### src/rtl/bist_scan_controller.sv
// Top-level BIST-per-scan sequencer: runs N_PATTERNS shift/capture patterns,
// flushes the last response through the MISR and checks the signature.
module bist_scan_controller #(
  parameter int CHAIN_LEN  = 26,
  parameter int N_PATTERNS = 100,
  parameter int SIG_W      = 26,
  parameter logic [SIG_W-1:0] GOLDEN = {SIG_W{1'b0}}
) (
  input  logic             clock,
  input  logic             reset,
  input  logic             start,
  input  logic [SIG_W-1:0] signature,
  output logic             reset_internal,
  output logic             control_state,
  output logic             control_misr,
  output logic             scan_en,
  output logic             test_mode,
  output logic             done,
  output logic             pass
);

  localparam int SCW = $clog2(CHAIN_LEN + 1);
  localparam int PCW = $clog2(N_PATTERNS + 1);
  localparam logic [SCW-1:0] SHIFT_LAST = SCW'(CHAIN_LEN - 1);
  localparam logic [PCW-1:0] PAT_LAST   = PCW'(N_PATTERNS - 1);
  localparam logic [SCW-1:0] SC_ONE     = SCW'(32'd1);
  localparam logic [PCW-1:0] PC_ONE     = PCW'(32'd1);

  typedef enum logic [2:0] {
    IDLE    = 3'd0,
    INIT    = 3'd1,
    SHIFT   = 3'd2,
    CAPTURE = 3'd3,
    FLUSH   = 3'd4,
    CHECK   = 3'd5,
    DONE    = 3'd6
  } state_t;

  state_t           state_r;
  logic [SCW-1:0]   shift_cnt_r;
  logic [PCW-1:0]   pat_cnt_r;
  logic             done_r;
  logic             pass_r;

  // Sequencer state, shift/pattern counters and the sticky result flags.
  always_ff @(posedge clock) begin
    if (reset) begin
      state_r     <= IDLE;
      shift_cnt_r <= {SCW{1'b0}};
      pat_cnt_r   <= {PCW{1'b0}};
      done_r      <= 1'b0;
      pass_r      <= 1'b0;
    end else begin
      case (state_r)
        IDLE, DONE: begin
          // Result flags drop as INIT is entered so a rerun never shows stale done/pass.
          if (start) begin
            state_r     <= INIT;
            shift_cnt_r <= {SCW{1'b0}};
            pat_cnt_r   <= {PCW{1'b0}};
            done_r      <= 1'b0;
            pass_r      <= 1'b0;
          end
        end
        INIT: begin
          shift_cnt_r <= {SCW{1'b0}};
          pat_cnt_r   <= {PCW{1'b0}};
          done_r      <= 1'b0;
          pass_r      <= 1'b0;
          state_r     <= SHIFT;
        end
        SHIFT: begin
          if (shift_cnt_r == SHIFT_LAST) begin
            shift_cnt_r <= {SCW{1'b0}};
            state_r     <= CAPTURE;
          end else begin
            shift_cnt_r <= shift_cnt_r + SC_ONE;
          end
        end
        CAPTURE: begin
          pat_cnt_r <= pat_cnt_r + PC_ONE;
          state_r   <= (pat_cnt_r == PAT_LAST) ? FLUSH : SHIFT;
        end
        FLUSH: begin
          if (shift_cnt_r == SHIFT_LAST) begin
            shift_cnt_r <= {SCW{1'b0}};
            state_r     <= CHECK;
          end else begin
            shift_cnt_r <= shift_cnt_r + SC_ONE;
          end
        end
        CHECK: begin
          pass_r  <= (signature == GOLDEN);
          done_r  <= 1'b1;
          state_r <= DONE;
        end
        default: state_r <= IDLE;
      endcase
    end
  end

  // Control decode from the registered state; reset forces the LFSR/MISR reinit.
  always_comb begin
    reset_internal = 1'b0;
    control_state  = 1'b0;
    control_misr   = 1'b0;
    scan_en        = 1'b0;
    test_mode      = 1'b0;
    done           = 1'b0;
    pass           = 1'b0;
    if (reset) begin
      reset_internal = 1'b1;
    end else begin
      done = done_r;
      pass = pass_r;
      case (state_r)
        INIT: begin
          reset_internal = 1'b1;
          test_mode      = 1'b1;
        end
        SHIFT: begin
          // The first pattern's unload is power-up garbage, so keep it out of the MISR.
          scan_en       = 1'b1;
          control_state = 1'b1;
          control_misr  = (pat_cnt_r != {PCW{1'b0}});
          test_mode     = 1'b1;
        end
        CAPTURE, CHECK: test_mode = 1'b1;
        FLUSH: begin
          scan_en      = 1'b1;
          control_misr = 1'b1;
          test_mode    = 1'b1;
        end
        default: test_mode = 1'b0;
      endcase
    end
  end

endmodule

### config.mk
export PLATFORM = sky130hd
export DESIGN_NAME = bist_scan_controller
export DESIGN_NICKNAME = d
export VERILOG_FILES = /design/src/rtl/bist_scan_controller.sv
export SDC_FILE = /design/constraint.sdc
export NUM_CORES = 1
export LEC_CHECK = 0
export BUFFER_PORTS_ARGS = -buffer_cell sky130_fd_sc_hd__buf_2
export CELL_PAD_IN_SITES_DETAIL_PLACEMENT = 0
export CELL_PAD_IN_SITES_GLOBAL_PLACEMENT = 1
export CORE_ASPECT_RATIO = 1.1
export CORE_MARGIN = 3
export CORE_UTILIZATION = 35
export CTS_CLUSTER_SIZE = 20
export DETAILED_ROUTE_END_ITERATION = 10
export PLACE_DENSITY_LB_ADDON = 0.05
export SLEW_MARGIN = 20
export SYNTH_ARGS = -nofsm -noshare
export SYNTH_HDL_FRONTEND = slang
export SYNTH_SLANG_ARGS = --single-unit
### constraint.sdc
create_clock -name clock -period 1.86 [get_ports clock]
set_input_delay 0.093 -clock clock [delete_from_list [all_inputs] [get_ports clock]]
set_output_delay 0.093 -clock clock [all_outputs]
set_load 0.1 [all_outputs]
==> flow_metrics.tcl <==
set metrics [dict create \
    yosysUniqueCellTypes 38 \
    cp.arrival_ns 1.63 \
    syn_avg_cell_area_um2 7.79 \
    critPathLaunchType "flop" \
    dp_hpwl_um 2500 \
    finClkSkew_ns 0.000685 \
    setup_viol 0 \
    worstRegToRegCells 4 \
    cts_buffers 3 \
    cts_sinks 17 \
    path_class "flop to primary output" \
    clk_path_buf_depth 2 \
    slew_headroom 0.677 \
    hold_viol 0 \
    io_pins 36 \
    synth_top_flop_cell "dfxtp_1" \
    grt_overflow 0 \
    power.total_uw 864 \
    coreArea_mm2 0.00307 \
    layout_commonest_cell "buf_2" \
    h-tree-depth 1 \
    seq_area_frac_synth 0.301 \
    critPathMaxFanout 8 \
    synth_seq_cells 17 \
    antenna_cells 0 \
    fillers 326 \
    end_kind "primary output" \
    grt_setup_unrepaired "no" \
    period_minus_slack_ns 1.73 \
    fin_cells 219 \
    die_area_mm2 0.00395 \
    path_clk_slew_ns 0.10 \
    grt_usage 0.176 \
    post-route-util 0.479 \
    routed_wl_um 3090 \
    synthCells 145 \
    drt_iter0_markers 33 \
    drive_gt1_frac 0.324 \
    fp-row-count 21 \
    final_cell_mix "32 x buf_2, 16 x nand2_1, 15 x dfxtp_1" \
    dp.cells 215 \
    grt_max_degree 15 \
    finalMaxSlewViolations 0 \
    synth_area_mm2 0.00113 \
    routabilityCongestion 0.793 \
    io_buffers 35 \
    antenna_found_initial 0 \
    routed_via_density 5.59 \
    grt_pass1_wl_um 5460 \
    tightestPinTransition_ns 0.488 \
    postCtsHoldBufs 0 \
    fin_nets 219 \
    rrSetupSlack_ns 0.22 \
    syn2layout_area_growth_pct 30.2 \
    finalCritPeriodShare 0.927 \
    worst_r2r_endpoint "pat_cnt_r[6]$_SDFFE_PP0P_" \
    worstPathRequired_ns 1.77 \
    start_util 0.368 \
    clock.fmax_mhz 580 \
    grt_pass1_vias 1283 \
    drt_pass1_iterations 4 \
    ant_nets 0 \
    holdPathEnd "pass_r$_SDFFE_PP0P_" \
    drv_cap 0 \
    vias 1224 \
    wl_per_cell_um 14.1 \
    peakVddDrop_mv 0.316 \
    p_leak_uw 0.000560 \
    synth_edf_count 0 \
    cts-root-buf "clkbuf_4" \
    ys_warn_count 0 \
    outcome "complete, no violations" \
    powerDensity_mw_per_mm2 587 \
    dieHeight_um 65.6 \
    fin_tns_setup_ns 0 \
    worstHoldStart "signature[13]" \
    clk_latency_ns 0.29 \
    post-cts-setup-buffer-count 0 \
    hold_path_class "input port to flop" \
    timing.rr.start "state_r[2]$_SDFFE_PP0P_" \
    async_flop_share 0 \
    drc 0 \
    syn_nets 178 \
    cts_tree "yes" \
    holdPathStages 4 \
    die_x_um 60.2 \
]
[what timing repair did]
action                                  in CTS  in global routing
pin swaps                                    0                  1
endpoints found under the setup margin       2                  8
gates cloned                                 0                  0
gates resized for setup                      1                  4
[logic make-up after synthesis]
| group | synth area share |
|---|---|
| xor+xnor | 0.0310 |
| simple gates | 0.300 |
| buf+inv | 0.0709 |
| flops | 0.301 |
| compound gates | 0.252 |
| fa+ha+maj | 0.0443 |
[synth_stat cells (3+ instances only)]
master    number  share of area
nor4_1         8          0.044
dfxtp_1       17           0.30
and4b_1        3          0.027
nor2_1         7          0.023
a211oi_1       3          0.020
nand2_1       16          0.053
a21oi_1       11          0.049
nor3_1         8          0.035
nand3_1        5          0.022
xnor2_1        4          0.031
o21ai_0        9          0.040
nor2b_1        4          0.022
nand4_1        4          0.022
a2111o_1       5          0.050
clkbuf_1       3          0.010
ha_1           4          0.044
inv_1          9          0.030
[worst max-delay path by stage]
stage	from	end	slack (ns)	cells past startpoint
after floorplan	state_r[0]$_SDFFE_PP0P_	control_misr	-0.15	3
after global placement	state_r[2]$_SDFFE_PP0P_	pat_cnt_r[6]$_SDFFE_PP0P_	0.18	4
after detailed placement	state_r[2]$_SDFFE_PP0P_	pat_cnt_r[6]$_SDFFE_PP0P_	0.11	4
after CTS	state_r[2]$_SDFFE_PP0P_	scan_en	0.02	4
after global routing	pat_cnt_r[2]$_SDFFE_PP0P_	control_misr	0.03	5
final	state_r[1]$_SDFFE_PP0P_	control_misr	0.13	6
[layout make-up]
type / count / area (µm²) / area share
timing repair buffer: 44 / 275 / 0.187
multi-input combinational: 111 / 748 / 0.509
tap: 34 / 42.5 / 0.0289
inverter: 9 / 33.8 / 0.0230
sequential: 17 / 345 / 0.235
clock buffer: 4 / 26.3 / 0.0179
[layer usage]
layer | routed length (µm) | GRT usage
met5 | 0 | 0
met4 | 56 | 0.0693
met3 | 68 | 0.0196
met2 | 1680 | 0.318
met1 | 1280 | 0.205
[power breakdown]
part	internal [µW]	total [µW]	switching (µW)
Clock	83.3	203	120
Sequential	376	393	17.0
Combinational	99.9	267	167
[worst max-delay path, cell delays in order, from the launching register on]
cell	delay [ns]
dfxtp_4	0.39
buf_4	0.16
nand2b_2	0.10
a31oi_1	0.16
nor2_1	0.07
nor3_2	0.24
buf_12	0.21
[registers in the layout, indices dropped and copies added, names as in the netlist]
signal and cells:
done_r 1, pass_r 1, pat_cnt_r 7, shift_cnt_r 5
state_r 3
[per-stage QoR]
| step | hold slack (ns) | setup slack (ns) | instance area [µm²] |
|---|---|---|---|
| after floorplan | 0.287 | -0.149 | 1170 |
| after global placement | 0.403 | 0.176 | 1440 |
| after detailed placement | 0.407 | 0.109 | 1440 |
| after CTS | 0.0886 | 0.0242 | 1460 |
| after global routing | 0.119 | 0.0348 | 1470 |
| final | 0.0943 | 0.135 | 1470 |
(Power assumes the default switching activity.)
